`src/rtl/biquad_ctrl.sv`:
```
// Biquad sequencer: runs five taps through a shared external MAC, one per sample.
// Build option: define BIQUAD_SAT_EN to saturate the output instead of wrapping.
module biquad_ctrl #(
  parameter int unsigned opsize = 8
) (
  input  logic                       clk,
  input  logic                       reset,
  input  logic                       in_valid,
  output logic                       in_ready,
  input  logic signed [opsize-1:0]   x_in,
  input  logic                       coef_we,
  input  logic [2:0]                 coef_addr,
  input  logic signed [opsize-1:0]   coef_data,
  output logic signed [opsize-1:0]   y_out,
  output logic                       out_valid,
  output logic                       mac_start,
  output logic                       mac_reset,
  output logic signed [opsize-1:0]   mac_a,
  output logic signed [opsize-1:0]   mac_b,
  input  logic signed [2*opsize-1:0] mac_out,
  input  logic                       mac_ready
);

  typedef enum logic [2:0] {
    StIdle,
    StClear,
    StIssue,
    StWaitLo,
    StWaitHi,
    StOutput
  } state_e;

  state_e state_q, state_d;
  logic [2:0] tap_q, tap_d;
  logic signed [opsize-1:0] x_q, x_d, x1_q, x1_d, x2_q, x2_d;
  logic signed [opsize-1:0] y1_q, y1_d, y2_q, y2_d;
  logic signed [opsize-1:0] y_out_q, y_out_d;
  logic out_valid_q, out_valid_d;
  logic signed [opsize-1:0] mac_a_q, mac_a_d, mac_b_q, mac_b_d;
  logic signed [opsize-1:0] coef_q [5];
  logic signed [opsize-1:0] coef_d [5];
  logic signed [opsize-1:0] tap_coef, tap_opnd;
  logic signed [2*opsize-1:0] shifted;
  logic signed [opsize-1:0] y_fmt;

  assign shifted = mac_out >>> (opsize - 1);

`ifdef BIQUAD_SAT_EN
  localparam logic signed [2*opsize-1:0] SatMax = {{(opsize+1){1'b0}}, {(opsize-1){1'b1}}};
  localparam logic signed [2*opsize-1:0] SatMin = {{(opsize+1){1'b1}}, {(opsize-1){1'b0}}};

  always_comb begin
    if (shifted > SatMax) begin
      y_fmt = SatMax[opsize-1:0];
    end else if (shifted < SatMin) begin
      y_fmt = SatMin[opsize-1:0];
    end else begin
      y_fmt = shifted[opsize-1:0];
    end
  end
`else
  logic unused_shifted_hi;

  assign y_fmt             = shifted[opsize-1:0];
  assign unused_shifted_hi = ^shifted[2*opsize-1:opsize];
`endif

  always_comb begin
    state_d     = state_q;
    tap_d       = tap_q;
    x_d         = x_q;
    x1_d        = x1_q;
    x2_d        = x2_q;
    y1_d        = y1_q;
    y2_d        = y2_q;
    y_out_d     = y_out_q;
    out_valid_d = 1'b0;
    coef_d      = coef_q;

    case (state_q)
      StIdle: begin
        // Coefficient is written on the same edge as a sample is accepted, so
        // that sample's first ISSUE already sees the new value.
        if (coef_we) begin
          case (coef_addr)
            3'd0:    coef_d[0] = coef_data;
            3'd1:    coef_d[1] = coef_data;
            3'd2:    coef_d[2] = coef_data;
            3'd3:    coef_d[3] = coef_data;
            3'd4:    coef_d[4] = coef_data;
            default: ;
          endcase
        end
        if (in_valid) begin
          x_d     = x_in;
          tap_d   = 3'd0;
          state_d = StClear;
        end
      end
      StClear:  state_d = StIssue;
      StIssue:  state_d = StWaitLo;
      StWaitLo: begin
        if (!mac_ready) state_d = StWaitHi;
      end
      StWaitHi: begin
        if (mac_ready) begin
          tap_d = tap_q + 3'd1;
          if (tap_q == 3'd4) begin
            // Result is registered here so y_out/out_valid are visible during OUTPUT.
            state_d     = StOutput;
            y_out_d     = y_fmt;
            out_valid_d = 1'b1;
          end else begin
            state_d = StIssue;
          end
        end
      end
      StOutput: begin
        x2_d    = x1_q;
        x1_d    = x_q;
        y2_d    = y1_q;
        y1_d    = y_out_q;
        state_d = StIdle;
      end
      default: state_d = StIdle;
    endcase
  end

  always_comb begin
    tap_coef = '0;
    tap_opnd = '0;
    case (tap_d)
      3'd0: begin
        tap_coef = coef_q[0];
        tap_opnd = x_q;
      end
      3'd1: begin
        tap_coef = coef_q[1];
        tap_opnd = x1_q;
      end
      3'd2: begin
        tap_coef = coef_q[2];
        tap_opnd = x2_q;
      end
      3'd3: begin
        tap_coef = coef_q[3];
        tap_opnd = y1_q;
      end
      3'd4: begin
        tap_coef = coef_q[4];
        tap_opnd = y2_q;
      end
      default: ;
    endcase
  end

  // Operands load only on entry to ISSUE and hold through the MAC wait.
  always_comb begin
    mac_a_d = mac_a_q;
    mac_b_d = mac_b_q;
    if (state_d == StIssue) begin
      mac_a_d = tap_coef;
      mac_b_d = tap_opnd;
    end
  end

  always_ff @(posedge clk) begin
    if (reset) begin
      state_q     <= StIdle;
      tap_q       <= '0;
      x_q         <= '0;
      x1_q        <= '0;
      x2_q        <= '0;
      y1_q        <= '0;
      y2_q        <= '0;
      y_out_q     <= '0;
      out_valid_q <= 1'b0;
      mac_a_q     <= '0;
      mac_b_q     <= '0;
      for (int i = 0; i < 5; i++) begin
        coef_q[i] <= '0;
      end
    end else begin
      state_q     <= state_d;
      tap_q       <= tap_d;
      x_q         <= x_d;
      x1_q        <= x1_d;
      x2_q        <= x2_d;
      y1_q        <= y1_d;
      y2_q        <= y2_d;
      y_out_q     <= y_out_d;
      out_valid_q <= out_valid_d;
      mac_a_q     <= mac_a_d;
      mac_b_q     <= mac_b_d;
      coef_q      <= coef_d;
    end
  end

  assign in_ready  = (state_q == StIdle);
  assign mac_start = (state_q == StIssue) && !reset;
  assign mac_reset = reset || (state_q == StClear);
  assign mac_a     = mac_a_q;
  assign mac_b     = mac_b_q;
  assign y_out     = y_out_q;
  assign out_valid = out_valid_q;

endmodule
```
`config.mk`:
```
export PLATFORM = sky130hd
export DESIGN_NAME = biquad_ctrl
export DESIGN_NICKNAME = d
export VERILOG_FILES = /design/src/rtl/biquad_ctrl.sv
export SDC_FILE = /design/constraint.sdc
export NUM_CORES = 1
export LEC_CHECK = 0
export CORE_UTILIZATION = 55
export CTS_CLUSTER_DIAMETER = 50
export DETAILED_ROUTE_END_ITERATION = 8
export HOLD_SLACK_MARGIN = 0.1
export PLACE_DENSITY = 0.87
export SKIP_CTS_REPAIR_TIMING = 1
export SLEW_MARGIN = 20
export SYNTH_ARGS = -nofsm -noshare
export SYNTH_HDL_FRONTEND = slang
export SYNTH_SLANG_ARGS = --single-unit
```
`constraint.sdc`:
```
create_clock -name clk -period 5.2 [get_ports clk]
set_clock_uncertainty 0.05 [all_clocks]
set_input_delay 1.56 -clock clk [delete_from_list [all_inputs] [get_ports clk]]
set_output_delay 1.56 -clock clk [all_outputs]
set_load 0.05 [all_outputs]
```
==> summary.txt <==
Crit end category: output port
Final setup viols: 0
Initial antenna violation count: 0
Drt wl/cell: 17.4 µm
Area contributors post-synth: dfxtp_1 42%, mux2i_1 9.1%, nand2_1 6.4%, a21oi_1 5.7%, a21boi_0 4.7%
DR DRC count: 0
Final worst-path setup slack: 0.906 ns
Worst endpoint required time: 3.59 ns
Achievable Freq: 233 MHz
Post-synth EDFFs: 0
ANT cells: 0
# nets final: 684
Slew HR: 25.7%
Die height: 99.8 µm
Pwr Total: 1.73 mW
Crit path arrival time: 2.68 ns
Area growth from synthesis to layout: 14.9%
Post-synthesis sequential area ratio: 42.2%
Pre-CTS setup slack: 0.746 ns
Port-buffer cells: 59
Global-route wire length before repair: 22000 µm
Status: completed
Leak: 2.13 nW
GR Layer Usage met3: 6.69%
Register bit total from synthesis: 111
Total track usage: 27.9%
Die Footprint: 0.00997 mm²
Largest net degree at the start of global routing: 112
Hpwl dp: 8470 µm
Ys Warns: 0
Startpoint types: primary input
Commonest cells in the netlist: 111 x dfxtp_1, 90 x nand2_1, 60 x a21oi_1
Yosys cell types: 54
Post-synthesis cell count: 614
Maximum Capacitance Violations: 0
Largest fanout on the critical path: 3
Iteration-0 DRC Markers: 426
GPL Wtd Cong: 0.873
Synth Net Count: 656
DRT Pass-1 Iters: 5
Top cell type by total area after synthesis: dfxtp_1
IR drop worst, VDD: 0.184 mV
Asr flop ratio synth: 0%
Netlist Area Pre-Place: 0.00526 mm²
CTS Buf Count: 9
Reg clk slew, reported paths: 0.11 ns
Vias: 4804
Most frequent cell after synthesis: dfxtp_1
I/O pin count: 68
# H-tree levels: 3
CTS tree: yes
Dpl cells: 760
Max Buffers Root-to-Sink: 2
Avg Cell Area, Syn: 8.57 µm²
TNS Setup: 0 ns
Post-DRT Antenna Nets: 0
Non-Filler Instances: 776
HP Class: register to register
Worst Tran Pin Value: 1.11 ns
Synth top area share: 42.2%
Final Hold Viols: 0
Worst-Skew Late Latency: 0.38 ns
Sinks on Clock Net: 111
Most Used Layer, Global Route: met2
Die X: 99.8 µm
Number of global-route vias before repair: 4614
Clock root buffer: clkbuf_8
Drt via density: 6.19
WS Path Type: primary input to output port
P per Cell Area: 287 mW/mm²
Core Area: 0.00924 mm²
Final Max Tran Viols: 0
RSZ-0062 raised after global routing: false
M1 GR Usage: 35.5%
Initial Utilization: 57.0%
Final min period: 4.29 ns
Share of cells above drive strength 1: 7.57%
Final period utilization: 82.6%
WL final: 13500 µm
FP Rows: 35
Met2 Use GR: 45.1%
Reg2Reg Setup Slack: 2.21 ns
Total congestion overflow: 0
Top FF cell, synth: dfxtp_1
==> power by group <==
part | total, mW | switching [mW] | internal, mW
Sequential | 0.897 | 0.0265 | 0.871
Clock | 0.572 | 0.297 | 0.275
Combinational | 0.265 | 0.169 | 0.0957
Total | 1.73 | 0.492 | 1.24
==> critical path, cell delays in order <==
cell             delay, ns
buf_4                 0.12
nor3_1                0.18
clkdlybuf4s50_1       0.83
==> sequential cells by signal (all words and copies together) (netlist names), 3 cells and up <==
register,count
mac_b,8
x_q,8
y2_q,8
x1_q,8
tap_q,3
y_out,8
state_q,3
y1_q,8
x2_q,8
coef_q,40
mac_a,8
==> placed cells by master, fill, tap and decap left out, types with 2 or more instances in the layout <==
master	synthesis	final
clkbuf_8	0	9
a31oi_1	17	17
o21ai_0	30	30
a2bb2o_2	3	3
mux2i_1	48	48
nor3_1	2	2
a21boi_0	33	33
buf_4	2	11
a2bb2o_1	13	13
and3_1	17	17
a311oi_1	16	16
a21oi_1	60	60
clkinv_4	0	4
nor2_1	55	54
ha_1	2	2
bufinv_16	0	2
clkdlybuf4s50_1	0	57
nor2b_1	2	2
nor3b_1	2	2
nand2_1	90	90
o211a_1	4	4
o21ai_1	5	5
o21ai_2	2	2
nor2_2	2	3
dfxtp_1	111	111
nand3_1	17	17
inv_1	5	5
nand4_1	2	2
==> worst paths after layout <==
kind | startpoint | endpoint | cells after the start
worst min-delay path | x_q[5] | x1_q[5] | 2
worst max register to register | tap_q[0] | mac_b[3] | 7
worst max-delay path | reset | mac_start | 3
worst min register to register | x_q[5] | x1_q[5] | 2
==> routing by layer <==
metal / vias to the layer above / wire length, µm
met1: 2281 / 5590
li1: 2244 / -
met3: 34 / 1110
met5: - / 0
met4: 0 / 310
met2: 245 / 6520
==> stage by stage <==
step / hold slack, ns / instance area, µm² / util, %
after CTS: 0.412 / 6050 / 65.5
after global routing: 0.429 / 6050 / 65.5
after floorplan: 0.386 / 5260 / -
after detailed placement: 0.399 / 5830 / 63.1
after global placement: 0.392 / 5830 / 63.1
final: 0.408 / 6050 / 65.5
==> area by class of cell <==
class                      instances  area [µm²]
inverter                           5        18.8
tap                              129         161
timing repair buffer              68         653
clock inverter                     6        95.1
sequential                       111        2220
fill                             763        3190
multi-input combinational        447        2770
clock buffer                      10         128
==> kinds of logic after synthesis <==
family | Yosys count | synth area share, %
compound gates | 196 | 25.5
xor+xnor | 1 | 0.166
fa+ha+maj | 2 | 0.475
buf+inv | 56 | 5.18
flops | 111 | 42.2
mux | 49 | 9.34
simple gates | 199 | 17.2
Note: power is estimated with default switching activity, not from simulation.
